===== src/rtl/xor_seq_pkg.sv =====
// Shared types and sizing helpers for the XOR cipher sequencer.
// The FSM state encoding and the counter width function live here.
package xor_seq_pkg;

  typedef enum logic [2:0] {
    IDLE     = 3'd0,
    LOAD_KEY = 3'd1,
    LOAD_MSG = 3'd2,
    RUN      = 3'd3,
    DONE     = 3'd4,
    ERR      = 3'd5
  } state_t;

  // Bits needed to hold any count from 0 to maxVal inclusive.
  function automatic int cntWidth(input int maxVal);
    return (maxVal < 1) ? 1 : $clog2(maxVal + 1);
  endfunction

endpackage


===== src/rtl/xor_seq_piso.sv =====
// Parallel-in serial-out shift register, MSB first.
// oSerial always shows the bit that is currently due; iShift moves to the next.
module xor_seq_piso #(
  parameter int W = 8
) (
  input  logic         clk,
  input  logic         iRst,
  input  logic         iLoad,
  input  logic         iShift,
  input  logic [W-1:0] iData,
  output logic         oSerial
);

  logic [W-1:0] shiftReg;

  // NOTE: sequential state uses non-blocking assignments so every flop samples pre-edge values.
  always_ff @(posedge clk or negedge iRst) begin
    if (!iRst) begin
      shiftReg <= '0;
    end else if (iLoad) begin
      shiftReg <= iData;
    end else if (iShift) begin
      shiftReg <= W'({shiftReg, 1'b0});
    end
  end

  assign oSerial = shiftReg[W-1];

endmodule


===== src/rtl/xor_cipher_sequencer.sv =====
// Host-side controller for the serial XOR cipher core: loads key and message, collects ciphertext.
// Optional build macro XOR_SEQ_SELF_CHECK_EN adds oMismatch, a compare against msg ^ repeated key.
module xor_cipher_sequencer
  import xor_seq_pkg::*;
#(
  parameter int KEY_W   = 8,
  parameter int MSG_W   = 8,
  parameter int TIMEOUT = 1023
) (
  input  logic             clk,
  input  logic             iRst,
  input  logic [KEY_W-1:0] iKey,
  input  logic [MSG_W-1:0] iMsg,
  input  logic             iStart,
  output logic             oBusy,
  output logic [MSG_W-1:0] oResult,
  output logic             oResult_valid,
  output logic             oError,
  output logic             oCore_en,
  output logic             oCore_data,
  output logic             oCore_load_key,
  output logic             oCore_load_msg,
  input  logic             iCore_clk_slow,
  input  logic             iCore_data,
  input  logic             iCore_done
`ifdef XOR_SEQ_SELF_CHECK_EN
  ,
  output logic             oMismatch
`endif
);

  localparam int BIT_W = cntWidth((KEY_W > MSG_W) ? KEY_W : MSG_W);
  localparam int TO_W  = cntWidth(TIMEOUT);

  state_t           state;
  logic [BIT_W-1:0] bitCnt;
  logic [TO_W-1:0]  runCnt;
  logic             slowPrev;

  logic             loadOps;
  logic             keyBit;
  logic             msgBit;
  logic             slowEdge;
  logic             capture;
  logic             allCaptured;
  logic             timedOut;
  logic             enterDone;
  logic [MSG_W-1:0] resultNext;

  xor_seq_piso #(.W(KEY_W)) u_key_piso (
    .clk    (clk),
    .iRst   (iRst),
    .iLoad  (loadOps),
    .iShift (state == LOAD_KEY),
    .iData  (iKey),
    .oSerial(keyBit)
  );

  xor_seq_piso #(.W(MSG_W)) u_msg_piso (
    .clk    (clk),
    .iRst   (iRst),
    .iLoad  (loadOps),
    .iShift (state == LOAD_MSG),
    .iData  (iMsg),
    .oSerial(msgBit)
  );

  // Data line is gated by the registered strobes, so it is 0 whenever neither load is active.
  assign oCore_data = (oCore_load_key & keyBit) | (oCore_load_msg & msgBit);

  // NOTE: every always_comb output gets a default first, so no path can infer a latch.
  always_comb begin
    loadOps     = (state == IDLE) && iStart;
    slowEdge    = (state == RUN) && iCore_clk_slow && !slowPrev;
    capture     = slowEdge && (bitCnt < BIT_W'(MSG_W));
    resultNext  = oResult;
    if (capture) begin
      resultNext = MSG_W'({oResult, iCore_data});
    end
    allCaptured = (bitCnt == BIT_W'(MSG_W)) ||
                  (capture && (bitCnt == BIT_W'(MSG_W - 1)));
    timedOut    = (state == RUN) && (runCnt == TO_W'(TIMEOUT - 1));
    enterDone   = (state == RUN) && !timedOut && allCaptured && iCore_done;
  end

  always_ff @(posedge clk or negedge iRst) begin
    if (!iRst) begin
      state          <= IDLE;
      bitCnt         <= '0;
      runCnt         <= '0;
      slowPrev       <= 1'b0;
      oBusy          <= 1'b0;
      oResult        <= '0;
      oResult_valid  <= 1'b0;
      oError         <= 1'b0;
      oCore_en       <= 1'b0;
      oCore_load_key <= 1'b0;
      oCore_load_msg <= 1'b0;
    end else begin
      oResult_valid <= 1'b0;
      oError        <= 1'b0;
      case (state)
        IDLE: begin
          if (iStart) begin
            state          <= LOAD_KEY;
            oBusy          <= 1'b1;
            oCore_load_key <= 1'b1;
            bitCnt         <= '0;
            oResult        <= '0;
          end
        end
        LOAD_KEY: begin
          if (bitCnt == BIT_W'(KEY_W - 1)) begin
            state          <= LOAD_MSG;
            oCore_load_key <= 1'b0;
            oCore_load_msg <= 1'b1;
            bitCnt         <= '0;
          end else begin
            bitCnt <= bitCnt + BIT_W'(1);
          end
        end
        LOAD_MSG: begin
          if (bitCnt == BIT_W'(MSG_W - 1)) begin
            state          <= RUN;
            oCore_load_msg <= 1'b0;
            oCore_en       <= 1'b1;
            bitCnt         <= '0;
            runCnt         <= '0;
            slowPrev       <= 1'b0;
          end else begin
            bitCnt <= bitCnt + BIT_W'(1);
          end
        end
        RUN: begin
          slowPrev <= iCore_clk_slow;
          oResult  <= resultNext;
          if (capture) begin
            bitCnt <= bitCnt + BIT_W'(1);
          end
          // Timeout is tested first so it wins a tie with completion.
          if (timedOut) begin
            state    <= ERR;
            oCore_en <= 1'b0;
            oError   <= 1'b1;
          end else if (enterDone) begin
            state         <= DONE;
            oCore_en      <= 1'b0;
            oResult_valid <= 1'b1;
          end else begin
            runCnt <= runCnt + TO_W'(1);
          end
        end
        DONE, ERR: begin
          state    <= IDLE;
          oBusy    <= 1'b0;
          slowPrev <= 1'b0;
        end
        default: begin
          state          <= IDLE;
          oBusy          <= 1'b0;
          oCore_en       <= 1'b0;
          oCore_load_key <= 1'b0;
          oCore_load_msg <= 1'b0;
        end
      endcase
    end
  end

`ifdef XOR_SEQ_SELF_CHECK_EN
  logic [KEY_W-1:0] keyReg;
  logic [MSG_W-1:0] msgReg;
  logic [MSG_W-1:0] keyExpanded;

  for (genvar j = 0; j < MSG_W; j++) begin : g_key_rep
    assign keyExpanded[j] = keyReg[j % KEY_W];
  end

  // Compared against the result as it will stand in DONE, so the flag lines up with oResult_valid.
  always_ff @(posedge clk or negedge iRst) begin
    if (!iRst) begin
      keyReg    <= '0;
      msgReg    <= '0;
      oMismatch <= 1'b0;
    end else if (loadOps) begin
      keyReg    <= iKey;
      msgReg    <= iMsg;
      oMismatch <= 1'b0;
    end else if (enterDone) begin
      oMismatch <= (resultNext != (msgReg ^ keyExpanded));
    end
  end
`endif

endmodule

===== config.mk =====
export PLATFORM = sky130hd
export DESIGN_NAME = xor_cipher_sequencer
export DESIGN_NICKNAME = d
export VERILOG_FILES = /design/src/rtl/xor_seq_pkg.sv /design/src/rtl/xor_seq_piso.sv /design/src/rtl/xor_cipher_sequencer.sv
export SDC_FILE = /design/constraint.sdc
export NUM_CORES = 1
export LEC_CHECK = 0
export BUFFER_PORTS_ARGS = -buffer_cell sky130_fd_sc_hd__buf_2
export CAP_MARGIN = 30
export CORE_ASPECT_RATIO = 0.6
export CORE_MARGIN = 3
export CORE_UTILIZATION = 50
export CTS_CLUSTER_DIAMETER = 40
export DETAILED_ROUTE_END_ITERATION = 10
export HOLD_SLACK_MARGIN = 0.15
export PLACE_DENSITY = 0.71
export SETUP_SLACK_MARGIN = 0.1
export SLEW_MARGIN = 20
export SYNTH_ARGS = -nofsm -noshare
export SYNTH_HDL_FRONTEND = slang
export SYNTH_SLANG_ARGS = --single-unit

===== constraint.sdc =====
create_clock -name clk -period 3.2 [get_ports clk]
set_clock_uncertainty 0.1 [all_clocks]
set_input_delay 0.16 -clock clk [delete_from_list [all_inputs] [get_ports clk]]
set_output_delay 0.16 -clock clk [all_outputs]
set_load 0.03 [all_outputs]

==> summary.md, run 1 <==
| Metric | Value |
|---|---|
| Post-CTS Setup Repair Bufs | `0` |
| Total gr overflow | `0` |
| ANT cells | `0` |
| Slew HR | `a little under three fifths` |
| Post-synth cell types | `53` |
| Max stage delay on crit path | `~0.8 ns` |
| Final setup TNS | `0 ns` |
| DR vias | `1,979` |
| Final Hold Vio Count | `0` |
| Crit end category | `flip-flop` |
| Hpwl dp | `between 3 and 4 mm` |
| Root buf cell | `clkbuf_8` |
| First-pass GRT wire length | `between 9 and 10 mm` |
| Vias per std cell | `around 5.4` |
| F_max | `roughly 450 MHz` |
| Design area | `a little over 0.003 sq mm` |
| Tot GR Track Use | `between 10% and 20%` |
| Final WS setup | `0.973 ns` |
| Wire length per cell | `around 15 um` |
| Drt first pass iters | `4` |
| Max-slew violation count | `0` |
| Remaining DRCs | `0` |
| Reg2reg path depth | `4` |
| CTS tree | `yes` |
| Largest net degree at the start of global routing | `28` |
| YS warnings | `0` |
| Final wirelength | `5.38 mm` |
| Drt first-iter violations | `~140` |
| Initial Util | `a little over half` |
| Worst R2R End | `runCnt[2]` |
| R2r startpoint | `state[1]` |
| Number of gates resized after CTS | `0` |
| Worst R2R Setup Slack | `between 0.9 and 1 ns` |
| Cell Area, Placed | `between 0.002 and 0.003 sq mm` |
| Post-Syn Instances | `about 240` |
| Mapped Nets | `273` |
| Period minus WS final | `about 2.2 ns` |
| Crit path required time | `roughly 3.3 ns` |
| Gpl congestion | `0.757` |
| HP Class | `input pin to async pin` |
| NumNets Final | `~330` |
| Critical path cell sequence | `nor3b_4 > nand2_1 > a21boi_2 > a221o_1` |
| Fraction of final layout cells sized beyond drive strength 1 | `between 10% and 20%` |
| Ys flop type | `dfrtp_1` |
| Die H | `60.4 um` |
| Worst-Margin Slew | `between 0.6 and 0.7 ns` |
| Buffers & Inverters on Critical Path | `0` |
| Max IR drop VDD | `465 uV` |
| Core area | `~0.0047 sq mm` |
| PD cells | `about 840 mW/mm^2` |
| Number of global-route vias before repair | `between 1,500 and 2,000` |
| Ys async rst share | `between 90% and 100%` |
| CP max-delay cell | `dfrtp_1` |
| Io pins | `37` |
| Delay-heaviest family, CP | `flip-flops` |
| Max Cap Violations | `0` |
| Pre-CTS WS | `a little under 1 ns` |
| Die X | `a little under 100 um` |
| Status | `finished, final reports clean` |
| LEAKAGE | `1.42 nW` |
| Number of synthesized register bits | `48` |
| Die area | `~0.0058 sq mm` |
| CTS sink count | `48` |
| Post-synthesis sequential area ratio | `48.8%` |
| Critical path arrival | `2.31 ns` |
| Peak fanout along the critical path | `18` |
| RSZ-0062 raised after global routing | `no` |
| Startpoint Class | `flip-flop` |
| TritonCTS buffer count | `5` |
| Worst-path clk slew | `approximately 0.080 ns` |
| Row count | `19` |
| H-tree level count | `2` |
| EDFF count, synth | `0` |
| CP Class | `flip-flop to flip-flop` |
| PortBufs | `36` |
| CP Depth | `4` |
| Synthesis-to-layout area growth | `22.7%` |
| Antenna Nets Post-Route | `0` |
| Cell Area, Synth | `roughly 0.0025 sq mm` |
| Period utilization | `69.6%` |
| Clock Latency Late Sink | `about 0.3 ns` |
| Initial antenna violation count | `0` |
| Count of final setup violators | `0` |
| Synthesized area per cell | `between 10 and 15 sq um` |
| CTS max path bufs | `2` |
kinds of logic (layout without fill, tap and decap cells):
family	Yosys count	count (layout)	share of synthesized area, %
multiplexers	3	3	1.27
adder cells (fa/ha/maj)	8	8	3.96
flip-flops	48	48	48.8
buffers and inverters	19	76	3.61
AND/OR/NAND/NOR	95	95	20.7
AO/OA/AOI/OAI	71	71	21.7
layer usage:
metal,share of wire [%],track usage [%]
met5,0,0
met1,52,28.9
met2,44,28.7
met4,0.37,3.60
met3,4.1,4.36
state kept, by name (all words and copies together) (netlist names):
signal	flops
state	3
oCore_en	1
oBusy	1
oResult	8
oResult_valid	1
oCore_load_msg	1
runCnt	10
bitCnt	4
u_msg_piso.shiftReg	8
slowPrev	1
oError	1
u_key_piso.shiftReg	8
oCore_load_key	1
worst register-to-register path, delay by kind of cell (launching register included):
| family | cells | cell delay, ns |
|---|---|---|
| AO/OA/AOI/OAI | 2 | 0.62 |
| AND/OR/NAND/NOR | 2 | 0.62 |
| flip-flops | 1 | 0.78 |
worst max-delay path by stage:
stage / start / to / slack (ns)
4_1_cts: state[1] / runCnt[2] / 0.97
3_5_place_dp: state[1] / runCnt[8] / 0.99
3_3_place_gp: state[1] / runCnt[8] / 1.04
6_report: state[1] / runCnt[2] / 0.97
5_1_grt: state[1] / runCnt[2] / 0.78
2_1_floorplan: runCnt[0] / runCnt[5] / 1.40
power by group:
part           total (mW)  switching, mW  internal, mW
clock network       0.430          0.198         0.232
logic                1.04          0.594         0.445
registers            1.08          0.258         0.821
cells in the mapped netlist (all sizes together), types with 3 or more instances:
library cell | number | area share (%)
a31oi | 3 | 0.76
nand3 | 7 | 1.4
nand2 | 45 | 6.9
a221o | 4 | 1.6
nor3 | 7 | 1.4
nand2b | 3 | 0.76
nor2 | 11 | 1.9
dfrtp | 48 | 49
nor4 | 3 | 0.76
a22oi | 15 | 4.6
buf | 6 | 1.6
inv | 10 | 1.5
a21oi | 5 | 1.0
ha | 7 | 3.6
a22o | 10 | 3.6
o21ai | 14 | 3.0
and4 | 3 | 1.1
nand3b | 3 | 1.4
clkbuf | 3 | 0.46
cell usage in the layout (no fill, tap or decap), drive strengths merged, types with 2 or more instances in the layout:
master       synthesis  final
ha                   7      7
o22a                 2      2
a22o                10     10
inv                 10     10
a31oi                3      3
nor2                11     11
a221o                4      4
dfrtp               48     48
o31ai                2      2
o31a                 2      2
mux2i                2      2
nor2b                2      2
o21ai               14     14
nor3                 7      7
and4                 3      3
nand3                7      7
and3b                2      2
o41ai                2      2
nand3b               3      3
nor3b                2      2
a21o                 2      2
nor4                 3      3
a21oi                5      5
buf                  6     38
nand2               45     45
nand2b               3      3
o21a                 2      2
clkbuf               3      6
a22oi               15     15
dlygate4sd3          0     20
layout make-up:
class,count,area [sq um]
clock buffer,6,72.6
timing repair buffer,58,415
sequential,48,1200
inverter,10,37.5
fill,399,1640
multi-input combinational,177,1180
clock inverter,2,35.0
tap,63,78.8
through the flow:
step                      cells  hold slack, ns  util [%]  total power [mW]
after floorplan             244          -0.236         -              1.85
after global placement      335           0.268      57.7              2.07
after detailed placement    336           0.105      58.3              2.11
after CTS                   364           0.329      64.9              2.56
after global routing        364           0.363      64.9              2.77
final                       364           0.306      64.9              2.55
timing repair:
| action | 4_1_cts | 5_1_grt |
|---|---|---|
| hold buffers | 20 | 0 |
| hold endpoints to repair | 45 | 0 |
| endpoints found under the setup margin | 0 | 0 |
(Power assumes the default switching activity.)
==> run 2, diff against run 1 <==
--- a/config.mk
+++ b/config.mk
@@ -13,7 +13,7 @@
 export CTS_CLUSTER_DIAMETER = 40
 export DETAILED_ROUTE_END_ITERATION = 10
 export HOLD_SLACK_MARGIN = 0.15
-export PLACE_DENSITY = 0.71
+export PLACE_DENSITY = 0.74
 export SETUP_SLACK_MARGIN = 0.1
 export SLEW_MARGIN = 20
 export SYNTH_ARGS = -nofsm -noshare
==> constraint.sdc (replaced) <==
create_clock -name clk -period 2 [get_ports clk]
set_clock_uncertainty 0.1 [all_clocks]
set_input_delay 0.1 -clock clk [delete_from_list [all_inputs] [get_ports clk]]
set_output_delay 0.1 -clock clk [all_outputs]
set_load 0.03 [all_outputs]
==> summary.md, run 2 (synthesis results as in run 1) <==
| Metric | Value |
|---|---|
| Die X | `96.6 um (unchanged)` |
| NumNets Final | `340 (+3.3%)` |
| Final Hold Vio Count | `0 (unchanged)` |
| Status | `finished, final reports clean` |
| Critical path cell sequence | `or3b_4 > a311o_2 > buf_4 > nand2_1 > o21ai_0` |
| Commonest non-fill, non-tap cells in the layout | `45 x nand2_1, 45 x dfrtp_1, 36 x buf_2` |
| Sequential share of power | `40.4% (-1.9 points)` |
| Gpl congestion | `0.839 (+11%)` |
| Final wirelength | `5.84 mm (+8.5%)` |
| Switch share | `42.4% (+1.2 points)` |
| Max Cap Violations | `0 (unchanged)` |
| PD cells | `1340 mW/mm^2 (+58%)` |
| First-pass GRT wire length | `9.49 mm (+4.8%)` |
| Drt first-iter violations | `182 (+32%)` |
| DR vias | `2,114 (+6.8%)` |
| Reg2reg path depth | `5 (+1)` |
| Peak fanout along the critical path | `7 (-11)` |
| Worst-Margin Slew | `0.516 ns (-0.157 ns)` |
| CTS tree | `yes` |
| Clock Latency Late Sink | `0.31 ns (about the same)` |
| Largest net degree at the start of global routing | `28 (unchanged)` |
| Busiest grt layer | `met1` |
| Total gr overflow | `0 (unchanged)` |
| Hpwl dp | `3.94 mm (+3.0%)` |
| Synthesis-to-layout area growth | `28.3%` |
| Tot Pwr | `4.22 mW (+66%)` |
| RSZ-0062 raised after global routing | `no` |
| PortBufs | `36 (unchanged)` |
| Tot GR Track Use | `20.6% (+1.5 points)` |
| Remaining DRCs | `0 (unchanged)` |
| Worst R2R End | `bitCnt[1]` |
| Max-slew violation count | `0 (unchanged)` |
| Io pins | `37 (unchanged)` |
| Worst R2R Setup Slack | `0.16 ns (-0.81 ns)` |
| Root buf cell | `clkbuf_8` |
| CTS sink count | `48 (unchanged)` |
| LEAKAGE | `1.48 nW (+4.5%)` |
| TritonCTS buffer count | `5 (unchanged)` |
| Final setup TNS | `0 ns (unchanged)` |
| Slew HR | `65.6% (+10 points)` |
| Wire length per cell | `15.6 um (+5.3%)` |
| Critical path arrival | `1.92 ns (-0.39 ns)` |
| CP max-delay cell | `a311o_2` |
| CTS max path bufs | `2 (unchanged)` |
| Number of global-route vias before repair | `1,897 (+3.3%)` |
| Initial antenna violation count | `0 (unchanged)` |
| Drt first pass iters | `4 (unchanged)` |
| Period utilization | `92.0% (+22 points)` |
| Register name with the most flops | `runCnt` |
| F_max | `543 MHz (+21%)` |
| Core area | `0.00466 sq mm (unchanged)` |
| Crit end category | `flip-flop` |
| Period minus WS final | `1.84 ns (-0.387 ns)` |
| GR Util met2 | `28.0% (-0.69 points)` |
| R2r startpoint | `bitCnt[3]` |
| Comb pwr share | `46.2% (+5.4 points)` |
| Int Power | `2.43 mW (+63%)` |
| Vias per std cell | `5.64 (+3.7%)` |
| Final-layout fill cell count | `364 (-8.8%)` |
| Startpoint Class | `flip-flop` |
| Met3 usage | `4.36% (unchanged)` |
| Row count | `19 (unchanged)` |
| Initial Util | `52.9% (unchanged)` |
| Die H | `60.4 um (unchanged)` |
| H-tree level count | `2 (unchanged)` |
| ANT cells | `0 (unchanged)` |
| CP Class | `flip-flop to flip-flop` |
| Count of final setup violators | `0 (unchanged)` |
| Max IR drop VDD | `849 uV (+83%)` |
| Crit path required time | `2.08 ns (-1.21 ns)` |
| Fraction of final layout cells sized beyond drive strength 1 | `26.3% (+6.3 points)` |
| Clk network pwr share | `13.4% (-3.5 points)` |
| Met1 usage | `33.4% (+4.5 points)` |
| Max stage delay on crit path | `0.45 ns (-0.33 ns)` |
| HP Class | `input pin to async pin` |
| Die area | `0.00583 sq mm (unchanged)` |
| Antenna Nets Post-Route | `0 (unchanged)` |
| Net Sw Power | `1.79 mW (+70%)` |
| Worst-path clk slew | `0.08 ns (about the same)` |
| Max FFs per register | `10 (unchanged)` |
[run 2: changes by cell type in the layout (fill, tap and decap cells not counted), moves of 2 or more]
| cell | before | now |
|---|---|---|
| buf_12 | 0 | 2 |
| buf_4 | 1 | 10 |
| dfrtp_1 | 48 | 45 |
| dfrtp_2 | 0 | 3 |
| nor2_2 | 2 | 0 |
| nor2_4 | 0 | 2 |
[run 2: power by group through the flow]
stage | Combinational [mW] | Clock [mW] | Sequential (mW)
finish | 1.95 | 0.564 | 1.71
global placement | 1.76 | 0 | 1.68
global route | 2.18 | 0.630 | 1.76
CTS | 1.83 | 0.577 | 1.67
detailed placement | 1.80 | 0 | 1.69
floorplan | 1.36 | 0 | 1.61
[run 2: final cells by class]
cell class / count / area [sq um] / area share (%)
Inverter: 10 / 37.5 / 1.19
Timing Repair Buffer: 69 / 507 / 16.0
Multi-Input combinational cell: 177 / 1250 / 39.4
Clock inverter: 3 / 18.8 / 0.594
Sequential cell: 48 / 1200 / 38.1
Tap cell: 63 / 78.8 / 2.49
Clock buffer: 5 / 68.8 / 2.18
[run 2: what timing repair did]
item / in CTS / in global routing
pin swaps: 0 / 2
buffers inserted: 0 / 3
cloned: 0 / 0
resized for setup: 1 / 17
hold buffers: 20 / 0
setup endpoints to repair: 3 / 22
hold endpoints to repair: 67 / 0
[run 2: metal layers]
metal / share of wire (%) / up-vias
met5: 0 / -
met3: 5.6 / 2
met4: 0.46 / 0
li1: - / 1035
met1: 51 / 1009
met2: 43 / 68
[run 2: worst max-delay path by stage]
stage | from | to | slack (ns)
after floorplan | runCnt[0] | runCnt[5] | 0.20
after global placement | state[1] | bitCnt[2] | 0.18
after detailed placement | bitCnt[0] | runCnt[8] | 0.09
after CTS | bitCnt[0] | bitCnt[3] | 0.12
after global routing | bitCnt[0] | runCnt[2] | 0.09
final | bitCnt[3] | bitCnt[1] | 0.16
[run 2: critical path, delay by kind of cell, from the launching register on]
family	cells	cell delay, ns
buffers and inverters	1	0.16
and+or+nand+nor	2	0.49
DFF	1	0.44
AOI/OAI and AO/OA	2	0.52
[run 2: per-stage QoR]
step                      std cells  cell area [sq um]  worst slack (ns)  hold WS, ns  util, %
after floorplan                 244               2460             0.204       -0.296        -
after global placement          344               2780             0.182     0.000655     59.7
after detailed placement        344               2780            0.0880      0.00911     59.7
after CTS                       372               3080             0.118        0.218     66.0
after global routing            375               3160            0.0857        0.242     67.9
final                           375               3160             0.160        0.196     67.9
==> run 3, diff against run 2 <==
--- a/config.mk
+++ b/config.mk
@@ -12,8 +12,9 @@
 export CORE_UTILIZATION = 50
 export CTS_CLUSTER_DIAMETER = 40
 export DETAILED_ROUTE_END_ITERATION = 10
+export GPL_TIMING_DRIVEN = 0
 export HOLD_SLACK_MARGIN = 0.15
-export PLACE_DENSITY = 0.74
+export PLACE_DENSITY = 0.71
 export SETUP_SLACK_MARGIN = 0.1
 export SLEW_MARGIN = 20
 export SYNTH_ARGS = -nofsm -noshare
==> constraint.sdc (replaced) <==
create_clock -name clk -period 1.9 [get_ports clk]
set_clock_uncertainty 0.1 [all_clocks]
set_input_delay 0.095 -clock clk [delete_from_list [all_inputs] [get_ports clk]]
set_output_delay 0.095 -clock clk [all_outputs]
set_load 0.03 [all_outputs]
==> summary.md, run 3 (synthesis results as in run 1) <==
| Metric | Value |
|---|---|
| Die X | `96.6 um (unchanged)` |
| Drt first pass iters | `5 (+1)` |
| PortBufs | `36 (unchanged)` |
| Period utilization | `98.1% (+6.0 points)` |
| Hpwl dp | `3.87 mm (-1.7%)` |
| Max-slew violation count | `0 (unchanged)` |
| Period minus WS final | `1.86 ns (+0.0227 ns)` |
| CP Class | `flip-flop to flip-flop` |
| F_max | `537 MHz (-1.2%)` |
| Die H | `60.4 um (unchanged)` |
| Core area | `0.00466 sq mm (unchanged)` |
| Sequential share of power | `34.6% (-5.8 points)` |
| CTS sink count | `48 (unchanged)` |
| Gpl congestion | `0.824 (-1.7%)` |
| NumNets Final | `361 (+6.2%)` |
| Peak fanout along the critical path | `7 (unchanged)` |
| Vias per std cell | `5.87 (+4.2%)` |
| RSZ-0062 raised after global routing | `yes` |
| Largest net degree at the start of global routing | `26 (-7.1%)` |
| HP Class | `input pin to async pin` |
| LEAKAGE | `1.59 nW (+7.1%)` |
| Max FFs per register | `10 (unchanged)` |
| Initial antenna violation count | `0 (unchanged)` |
| Status | `finished, final reports clean` |
| Final wirelength | `6.72 mm (+15%)` |
| Count of final setup violators | `0 (unchanged)` |
| Final WS setup | `0.0369 ns (-0.123 ns)` |
| Remaining DRCs | `0 (unchanged)` |
| Row count | `19 (unchanged)` |
| Pre-CTS WS | `-0.206 ns (-0.294 ns)` |
| Antenna Nets Post-Route | `0 (unchanged)` |
| Max Cap Violations | `0 (unchanged)` |
| Final Hold Vio Count | `0 (unchanged)` |
| Clk network pwr share | `11.9% (-1.5 points)` |
| Io pins | `37 (unchanged)` |
| CTS max path bufs | `2 (unchanged)` |
| Synthesis-to-layout area growth | `39.1%` |
| Tot GR Track Use | `21.3% (+0.76 points)` |
| H-tree level count | `2 (unchanged)` |
| Commonest non-fill, non-tap cells in the layout | `44 x nand2_1, 44 x dfrtp_1, 36 x buf_2` |
| Drt first-iter violations | `167 (-8.2%)` |
| Worst-Margin Slew | `0.562 ns (+0.0460 ns)` |
| PD cells | `1420 mW/mm^2 (+6.0%)` |
| Comb pwr share | `53.5% (+7.3 points)` |
| Crit path required time | `1.98 ns (-0.10 ns)` |
| Placed cell count | `344 (unchanged)` |
| Initial Util | `52.9% (unchanged)` |
| Tot Pwr | `4.85 mW (+15%)` |
| CTS tree | `yes` |
| Register name with the most flops | `runCnt` |
| Die area | `0.00583 sq mm (unchanged)` |
| Wire length per cell | `17.0 um (+9.4%)` |
| Final setup TNS | `0 ns (unchanged)` |
| Worst R2R Setup Slack | `0.04 ns (-0.12 ns)` |
| Critical path arrival | `1.95 ns (+0.03 ns)` |
| First-pass GRT wire length | `9.80 mm (+3.3%)` |
| Int Power | `2.77 mW (+14%)` |
| Root buf cell | `clkbuf_8` |
| TritonCTS buffer count | `5 (unchanged)` |
| Number of global-route vias before repair | `1,957 (+3.2%)` |
| Worst-path clk slew | `0.09 ns (about the same)` |
| Net Sw Power | `2.08 mW (+16%)` |
| Total gr overflow | `0 (unchanged)` |
| Fraction of final layout cells sized beyond drive strength 1 | `34.9% (+8.7 points)` |
| Clock Latency Late Sink | `0.30 ns (about the same)` |
| Slew HR | `62.5% (-3.1 points)` |
| DR vias | `2,320 (+9.7%)` |
| Crit end category | `flip-flop` |
| Max IR drop VDD | `955 uV (+12%)` |
| Final std cells w/o fill | `395 (+5.3%)` |
| Startpoint Class | `flip-flop` |
| ANT cells | `0 (unchanged)` |
| Switch share | `42.8% (+0.47 points)` |
run 3: timing repair:
item / CTS / global route
endpoints found under the setup margin: 34 / 42
gates cloned: 1 / 2
buffers inserted: 6 / 15
gates resized for setup: 17 / 34
pin swaps: 2 / 12
endpoints found under the hold margin: 67 / 0
hold buffers: 20 / 0
run 3: power by group through the flow:
| stage | Clock (mW) | Combinational [mW] | Sequential (mW) |
|---|---|---|---|
| after floorplan | 0 | 1.43 | 1.69 |
| after global placement | 0 | 1.89 | 1.67 |
| after detailed placement | 0 | 1.94 | 1.68 |
| after CTS | 0.590 | 2.14 | 1.65 |
| after global routing | 0.640 | 2.85 | 1.73 |
| final | 0.578 | 2.60 | 1.68 |
run 3: worst paths after layout:
kind / startpoint / end / cells after the start
setup / recovery: bitCnt[0] / runCnt[9] / 7
hold / removal: iRst / oResult[0] / 2
setup reg to reg: bitCnt[0] / runCnt[9] / 7
hold reg to reg: u_key_piso.shiftReg[1] / u_key_piso.shiftReg[1] / 2
max in group asynchronous: iRst / bitCnt[0] / 3
min in group clk: iCore_done / oResult_valid / 5
run 3: layout make-up:
cell class	instances	area, sq um
sequential	48	1210
buffer	9	72.6
tap	63	78.8
clock inverter	1	5.00
timing repair buffer	79	603
fill	334	1230
inverter	10	41.3
multi-input combinational	179	1350
clock buffer	6	72.6
run 3: per-layer routing:
metal | up-vias | wire [um] | global-route usage (%) | share of wire, %
met2 | 112 | 2930 | 30.4 | 44
li1 | 1080 | - | - | -
met4 | 0 | 103 | 5.20 | 1.5
met1 | 1116 | 3150 | 31.9 | 47
met5 | - | 0 | 0 | 0
met3 | 12 | 540 | 6.66 | 8.0
run 3: stage by stage:
| stage | instance area (sq um) | utilization [%] | hold WS (ns) |
|---|---|---|---|
| 2_1_floorplan | 2460 | - | -0.301 |
| 3_3_place_gp | 2720 | 58.4 | 0.201 |
| 3_5_place_dp | 2740 | 58.9 | 0.0172 |
| 4_1_cts | 3140 | 67.4 | 0.231 |
| 5_1_grt | 3430 | 73.5 | 0.256 |
| 6_report | 3430 | 73.5 | 0.211 |
run 3: critical path, cell delays in order (launching register included):
cell,delay (ns)
dfrtp_2,0.45
inv_1,0.13
ha_1,0.17
nand4b_1,0.17
buf_6,0.19
o21ai_4,0.08
nor2_4,0.10
a221o_1,0.37
